<file path="config.mk">
export PLATFORM = sky130hd
export DESIGN_NAME = cl_divider
export DESIGN_NICKNAME = d
export VERILOG_FILES = /design/src/rtl/cl_div_pkg.sv /design/src/rtl/cl_divider_msb_index.sv /design/src/rtl/cl_divider.sv
export SDC_FILE = /design/constraint.sdc
export NUM_CORES = 1
export LEC_CHECK = 0
export ABC_AREA = 1
export CORE_UTILIZATION = 53
export CTS_CLUSTER_SIZE = 14
export DETAILED_ROUTE_END_ITERATION = 10
export PLACE_DENSITY_LB_ADDON = 0.12
export SLEW_MARGIN = 20
export SYNTH_ARGS = -nofsm -noshare
export SYNTH_HDL_FRONTEND = slang
export SYNTH_SLANG_ARGS = --single-unit
export TNS_END_PERCENT = 1
</file>
<file path="constraint.sdc">
create_clock -name clk -period 2 [get_ports clk]
set_input_delay 0.4 -clock clk [delete_from_list [all_inputs] [get_ports clk]]
set_output_delay 0.4 -clock clk [all_outputs]
set_load 0.005 [all_outputs]
</file>
<file path="src/rtl/cl_div_pkg.sv">
// ----------------------------------------------------------------------------
// cl_div_pkg
// Shared definitions for the cl_divider block: FSM state encoding, default
// divisor width and the iteration-counter width helper.
// No ports (package).
// ----------------------------------------------------------------------------
package cl_div_pkg;

    typedef enum logic [1:0] {
        StIdle = 2'd0,
        StRun  = 2'd1,
        StDone = 2'd2
    } state_e;

    localparam int unsigned DefDataWidth = 4;

    // The counter runs over 2W steps; one spare bit keeps the terminal
    // comparison free of wrap-around corner cases.
    function automatic int unsigned cnt_width(input int unsigned data_width);
        return $clog2(2 * data_width) + 1;
    endfunction

    localparam int unsigned DefCntWidth = cnt_width(DefDataWidth);

endpackage

</file>
<file path="src/rtl/cl_divider_msb_index.sv">
// ----------------------------------------------------------------------------
// msb_index
// Combinational priority encoder returning the index of the most significant
// set bit of i_value. Returns 0 when i_value is 0 (callers treat that case
// separately).
// Ports:
//   i_value  [Width-1:0]  operand
//   o_index  [IdxW-1:0]   index of highest set bit
// ----------------------------------------------------------------------------
module msb_index #(
    parameter int unsigned Width = 4,
    parameter int unsigned IdxW  = (Width > 1) ? $clog2(Width) : 1
) (
    input  logic [Width-1:0] i_value,
    output logic [IdxW-1:0]  o_index
);

    // Ascending scan: the last hit is the highest set bit.
    always_comb begin
        o_index = '0;
        for (int i = 0; i < Width; i++) begin
            if (i_value[i]) begin
                o_index = IdxW'(i);
            end
        end
    end

endmodule

</file>
<file path="src/rtl/cl_divider.sv">
// ----------------------------------------------------------------------------
// cl_divider
// Sequential restoring divider of a 2W-bit dividend by a W-bit divisor.
// carry_option=0 performs carry-less (GF(2) polynomial) division,
// carry_option=1 performs unsigned integer division. One dividend bit is
// consumed per cycle, MSB first, so a result takes 2W cycles in RUN.
// A zero divisor skips RUN and reports div_by_zero on the next edge.
// Ports:
//   clk           clock, rising edge
//   rst_n         synchronous active-low reset
//   start         request a division (accepted in IDLE or DONE only)
//   carry_option  0 = carry-less, 1 = integer; sampled with start
//   dividend      [2W-1:0] sampled with start
//   divisor       [W-1:0]  sampled with start
//   busy          high while in RUN
//   done          one-cycle pulse when results are valid
//   quotient      [2W-1:0] registered result
//   remainder     [W-1:0]  registered result
//   div_by_zero   registered flag, valid with done
// ----------------------------------------------------------------------------
module cl_divider
    import cl_div_pkg::*;
#(
    parameter int unsigned DATA_WIDTH = DefDataWidth
) (
    input  logic                      clk,
    input  logic                      rst_n,
    input  logic                      start,
    input  logic                      carry_option,
    input  logic [2*DATA_WIDTH-1:0]   dividend,
    input  logic [DATA_WIDTH-1:0]     divisor,
    output logic                      busy,
    output logic                      done,
    output logic [2*DATA_WIDTH-1:0]   quotient,
    output logic [DATA_WIDTH-1:0]     remainder,
    output logic                      div_by_zero
);

    localparam int unsigned W    = DATA_WIDTH;
    localparam int unsigned CntW = cnt_width(DATA_WIDTH);
    localparam int unsigned IdxW = (W > 1) ? $clog2(W) : 1;

    state_e            r_state;
    state_e            w_state_next;

    logic [2*W-1:0]    r_dividend;
    logic [2*W-1:0]    r_quo;
    logic [W-1:0]      r_divisor;
    logic              r_mode;
    logic [IdxW-1:0]   r_msb;
    logic [W:0]        r_rem;
    logic [CntW-1:0]   r_cnt;

    logic              w_accept;
    logic              w_zero_div;
    logic              w_last;
    logic [IdxW-1:0]   w_msb;
    logic [W:0]        w_shift;
    logic [W:0]        w_rem_next;
    logic              w_qbit;
    logic [2*W-1:0]    w_quo_next;
    logic              w_unused;

    // -------------------------------------------------------------------------
    // Control decode
    // -------------------------------------------------------------------------
    assign w_accept   = start && ((r_state == StIdle) || (r_state == StDone));
    assign w_zero_div = (divisor == '0);
    assign w_last     = (r_cnt == CntW'(2 * W - 1));

    assign busy = (r_state == StRun);
    assign done = (r_state == StDone);

    // The reduced remainder always fits in W bits, so its top bit and the
    // quotient bit shifted out on the final step are never consumed.
    assign w_unused = r_rem[W] ^ r_quo[2*W-1];

    msb_index #(
        .Width (W),
        .IdxW  (IdxW)
    ) u_msb_index (
        .i_value (divisor),
        .o_index (w_msb)
    );

    // -------------------------------------------------------------------------
    // FSM
    // -------------------------------------------------------------------------
    always_ff @(posedge clk) begin
        if (!rst_n) begin
            r_state <= StIdle;
        end else begin
            r_state <= w_state_next;
        end
    end

    always_comb begin
        w_state_next = r_state;
        unique case (r_state)
            StIdle: begin
                if (start) begin
                    w_state_next = w_zero_div ? StDone : StRun;
                end
            end
            StRun: begin
                if (w_last) begin
                    w_state_next = StDone;
                end
            end
            StDone: begin
                if (start) begin
                    w_state_next = w_zero_div ? StDone : StRun;
                end else begin
                    w_state_next = StIdle;
                end
            end
            default: w_state_next = StIdle;
        endcase
    end

    // -------------------------------------------------------------------------
    // One division step
    // -------------------------------------------------------------------------
    always_comb begin
        w_shift    = {r_rem[W-1:0], r_dividend[2*W-1]};
        w_rem_next = w_shift;
        w_qbit     = 1'b0;
        if (r_mode) begin
            if (w_shift >= {1'b0, r_divisor}) begin
                w_rem_next = w_shift - {1'b0, r_divisor};
                w_qbit     = 1'b1;
            end
        end else begin
            // GF(2): reduce whenever the term at the divisor's degree appears.
            if (w_shift[r_msb]) begin
                w_rem_next = w_shift ^ {1'b0, r_divisor};
                w_qbit     = 1'b1;
            end
        end
        w_quo_next = {r_quo[2*W-2:0], w_qbit};
    end

    // -------------------------------------------------------------------------
    // Datapath and result registers
    // -------------------------------------------------------------------------
    always_ff @(posedge clk) begin
        if (!rst_n) begin
            r_dividend  <= '0;
            r_quo       <= '0;
            r_divisor   <= '0;
            r_mode      <= 1'b0;
            r_msb       <= '0;
            r_rem       <= '0;
            r_cnt       <= '0;
            quotient    <= '0;
            remainder   <= '0;
            div_by_zero <= 1'b0;
        end else if (w_accept) begin
            r_dividend  <= dividend;
            r_quo       <= '0;
            r_divisor   <= divisor;
            r_mode      <= carry_option;
            r_msb       <= w_msb;
            r_rem       <= '0;
            r_cnt       <= '0;
            div_by_zero <= 1'b0;
            if (w_zero_div) begin
                quotient    <= '1;
                remainder   <= dividend[W-1:0];
                div_by_zero <= 1'b1;
            end
        end else if (r_state == StRun) begin
            r_dividend <= r_dividend << 1;
            r_rem      <= w_rem_next;
            r_quo      <= w_quo_next;
            r_cnt      <= r_cnt + CntW'(1);
            if (w_last) begin
                quotient  <= w_quo_next;
                remainder <= w_rem_next[W-1:0];
            end
        end
    end

endmodule

</file>
# ---- Yosys cells after proc, flatten, opt, wreduce, memory -nomap -nowiden
# Cells that the tools add are included.
dict set report classes {
  add_sub_neg 2
  magnitude_cmp 2
  eq_ne 6
  n_mux 27
  bitwise_logic 2
  reduce_logical 9
}
# operator count
set ops {}
lappend ops {{$mux 8} 6}
lappend ops {{$mux 4} 7}
lappend ops {{$mux 2} 6}
lappend ops {{$mux 1} 6}
lappend ops {{$pmux 2 s3} 1}
lappend ops {{$ge 5x4->1} 1}
lappend ops {{$add 4x1->4 const B} 1}
lappend ops {{$eq 4x3->1 const B} 1}
lappend ops {{$logic_not 4->1} 1}
lappend ops {{$lt 2x4->1 const B} 1}
lappend ops {{$ne 2x1->1 const B} 2}
lappend ops {{$reduce_bool 2->1} 2}
lappend ops {{$sub 4x4->4} 1}
lappend ops {{$xor 4x4->4} 1}
lappend ops {{$reduce_and 3->1} 1}
lappend ops {{$bmux 1 s2} 1}
lappend ops {{$eq 2x1->1 const B} 1}
lappend ops {{$eq 2x2->1 const B} 1}
lappend ops {{$logic_not 2->1} 1}
lappend ops {{$ne 2x2->1 const B} 1}
lappend ops {{$reduce_and 2->1} 1}
lappend ops {{$reduce_or 2->1} 1}
lappend ops {{$logic_and 1x1->1} 1}
lappend ops {{$logic_or 1x1->1} 1}
lappend ops {{$not 1->1} 1}
dict set report totals {
  ff_bits 45
  input_bits 16
  elab_cells 59
}

# ---- Longest topological paths before layout
dict set report depth {
  word_depth 7
  ltp_mapped 13
  mapped_depth_nobuf 13
}

# ---- Modules after synthesis
# A second synthesis with hierarchy kept.
dict set report hier_totals {
  cells_unflattened 282
  hier_area_um2 2124.5
}
# module instances cells_per_inst area_per_inst_um2 seq_area_each_um2
set by_module_without_submodules {}
lappend by_module_without_submodules {cl_divider 1 277 2105.8 900.9}
lappend by_module_without_submodules {msb_index 1 5 18.8 0.0}

# ---- Worst setup path before layout
# OpenSTA, ideal clock, no wires.
dict set report synth_path {
  path_kind {register to register}
  startpoint {reg r_dividend[7]}
  endpoint {reg r_rem[1]}
  setup_ns 0.113
  t_arrival_ns 1.390
  path_slack_ns 0.497
  path_stages_with_launch 11
  path_buffers 0
  period_less_slack_ns 1.503
  cell_sequence {dfxtp_1 -> inv_1 -> ha_1 -> inv_1 -> fa_1 -> inv_1 -> nand2_1 -> nand3_1 -> nand2_1 -> o21ai_1 -> inv_1}
}
dict set report synth_via {
  elab_chain_len 4
  word_cells_on_any_way 7
  cone_classes {add/sub (1); order compare (1); mux (5)}
}
# item line_no
set synth_lines {}
lappend synth_lines {{from (decl)} cl_divider.sv:46} ;# logic [2*W-1:0] r_dividend;
lappend synth_lines {{from (signal assigned)} cl_divider.sv:159} ;# r_dividend <= dividend;
lappend synth_lines {{from (signal assigned)} cl_divider.sv:173} ;# r_dividend <= r_dividend << 1;
lappend synth_lines {{parallel branches: the longest is 3 deep, another holds $sub 4x4->4} --}
lappend synth_lines {{$mux 4 (*)} cl_divider.sv:128} ;# if (r_mode) begin
lappend synth_lines {{to (signal assigned)} cl_divider.sv:174} ;# r_rem <= w_rem_next;
lappend synth_lines {{to (decl)} cl_divider.sv:51} ;# logic [W:0] r_rem;
# Mark *: on every way between the ends. The select of a mux whose other input is x is not followed.
# A chain may end at the register's enable or synchronous reset.

# ---- Worst setup path in the final report
dict set report layout_path {
  startpoint {reg r_state[1]}
  endpoint {out done}
}
dict set report layout_via {
  elab_chain_len 1
}
# item line_no
set layout_lines {}
lappend layout_lines {{from (decl)} cl_divider.sv:43} ;# state_e r_state;
lappend layout_lines {{from (signal assigned)} cl_divider.sv:91} ;# r_state <= StIdle;
lappend layout_lines {{from (signal assigned)} cl_divider.sv:93} ;# r_state <= w_state_next;
lappend layout_lines {{$eq 2x2->1} cl_divider.sv:72} ;# assign done = (r_state == StDone);
lappend layout_lines {{to (decl)} cl_divider.sv:33} ;# output logic done,
# Every way passes these cells.

==> flow_summary.ini <==
[status]
status = finished, final reports clean

[clocking]
clockBufferDepth = 2
hold_buffers = 0
path_clk_slew_ns = 0.08
post_cts_resized = 0
cts_tree = done
h-tree-depth = 2
cts_buffers = 5
cts_setup_buffers = 1
cts_sinks = 45
root_buffer = clkbuf_8
clock_latency_ns = 0.30

[timing]
fin_ws_ns = 0.1679
fmaxAchievable_mhz = 545.8
timing.final.hold_violations = 0
relSlewSlack_pct = 75.44
fin_crit_ns = 1.832
clock-skew-final_ns = 0.004083
setup-violations-final = 0
tightest_slew_ns = 0.3671
finalCritPeriodShare_pct = 91.60
finalSetupTns_ns = 0
maxSlewViolCount = 0
rsz0062_at_grt = false

[floorplanning]
die_h_um = 65.05
die_x_um = 65.05
core_um2 = 3744
ios = 31
rows = 22
initial_utilization_pct = 56.28
die-area_um2 = 4232

[logic_synthesis]
yosys_most_used_dff = dfxtp_1
syn-cell-area_um2 = 2107
yosysTopAreaCell = dfxtp_1
synth_common_cells = nand2_1 (62), dfxtp_1 (45), inv_1 (27), o21ai_0 (27), nor2_1 (21)
ys_ff_latch = 45
synth_edf_count = 0
yosys.cell_types.count = 35
synthAdderAreaFrac_pct = 3.919
ys_top_cells_by_area = dfxtp_1 (43%), nand2_1 (11%), o21ai_0 (6.4%)
synth_nets = 304
async_reset_ff_share_pct = 0
ys_warn_count = 0
ys_seq_area_share_pct = 42.76
post-synth-top-count-cell = nand2_1
synth_top_family_by_area = simple AND/OR/NAND/NOR gates
synthXorXnorAreaFrac_pct = 0.8314
synth_top_area_share_pct = 42.76
synth_compound_area_share_pct = 17.70
yosys.area_share.simple_pct = 26.13
syn_inst = 282
synth.avg_cell_area_um2 = 7.472
synthMuxAreaShare_pct = 0

[global_routing]
overflow = 0
antenna_found_initial = 0
grt_pass1_wl_um = 7997
grt_max_degree = 19
grt_util_all_layers_pct = 25.03
grt_pass1_vias = 1809

[power_and_ir_drop]
ir_worst_vdd_uv = 482.7
p_per_area_nw_per_um2 = 785.1
power_mw = 2.011
p_leak_nw = 1.052

[placed_design]
dp_hpwl_um = 3435
pre_cts_slack_ns = 0.1409
dp.cells = 356
portBuffers = 30
globalplace.congestion = 0.8740

[worst_setup_path]
arrival_ns = 1.43
critPathLaunchType = flop
worstPathMaxFanout = 3
cp.required_ns = 1.60
path_class = flop to output port
endpoint_kind = output port

[routing]
detail-route-antenna-nets = 0
post_drt_via_cell_ratio = 5.318
firstDrtPassIters = 4
drc = 0
post_drt_wl_per_cell_um = 13.26
first_iter_violations = 234
wirelength_um = 4841
via_count = 1941

[layout]
layout-drive-gt1-share_pct = 11.67
diodes = 0
synthToLayoutAreaGrowth_pct = 21.56
fin_cells = 365
fin_nets = 338

[min_path]
hold_class = flop to flop

[flow_run]
cap_violations = 0
==> flip-flops by register name (all words and copies together) (netlist names) <==
name / count
remainder: 4
r_quo: 7
r_cnt: 4
r_state: 2
r_msb: 2
r_divisor: 4
quotient: 8
r_dividend: 8
div_by_zero: 1
r_rem: 4
r_mode: 1
==> kinds of logic (layout without fill, tap and decap cells) <==
family          Yosys count  in the layout
simple gates            117            117
compound gates           68             68
flops                    45             45
buf+inv                  44             79
fa+ha+maj                 6              6
xor+xnor                  2              2
==> report_power, final <==
part | switching [mW] | internal (mW)
Clock | 0.315 | 0.280
Sequential | 0.0328 | 0.944
Combinational | 0.269 | 0.170
Total | 0.617 | 1.39
==> per-stage QoR <==
stage / utilization, % / hold slack, ns / cell area (µm²)
after global routing: 68.42 / 0.4853 / 2561
after global placement: 65.64 / 0.4456 / 2457
final: 68.42 / 0.4563 / 2561
after CTS: 68.42 / 0.4640 / 2561
after detailed placement: 65.64 / 0.4500 / 2457
after floorplan: - / 0.4348 / 2107
==> critical path, stage by stage, from the launching register on <==
cell and delay, ns:
dfxtp_1 0.44, inv_1 0.08, nor2_1 0.10, clkdlybuf4s50_1 0.50
==> metal layers <==
| layer | share of wire [%] | vias up | track usage (%) | wire (µm) |
|---|---|---|---|---|
| met5 | 0 | - | 0 | 0 |
| met4 | 1.0 | 0 | 7.337 | 50 |
| met3 | 5.3 | 7 | 5.810 | 258 |
| met2 | 48 | 53 | 43.88 | 2332 |
| met1 | 45 | 891 | 30.18 | 2199 |
| li1 | - | 990 | - | - |
==> path summary, 6_finish.rpt <==
path	cells after the start	startpoint	slack, ns	to
setup / recovery	3	r_state[1]	0.17	done
setup reg to reg	9	r_dividend[7]	0.26	remainder[2]
hold / removal	2	div_by_zero	0.46	div_by_zero
hold reg to reg	2	div_by_zero	0.46	div_by_zero
==> cell usage in the layout (no fill, tap or decap), types with 2 or more instances in the layout <==
cell,n
nand2_1,62
nor2_1,21
o22ai_1,2
nor3_4,2
nand2_2,5
clkbuf_8,6
nor2_4,2
inv_1,27
dfxtp_1,45
clkdlybuf4s50_1,30
a21oi_2,2
nand3_1,16
ha_1,5
a221oi_1,3
xor2_1,2
buf_4,7
a31oi_1,5
nand3_2,2
inv_2,6
o21ai_1,9
a21oi_1,18
o21ai_0,27
==> cell type report <==
class                      instances  area [µm²]
sequential                        45       900.9
multi-input combinational        193        1023
clock inverter                     2       13.76
timing repair buffer              37       352.8
tap                               48       60.06
fill                             349        1182
clock buffer                       6       82.58
inverter                          34       127.6
Power figures use the tool's default switching activity.
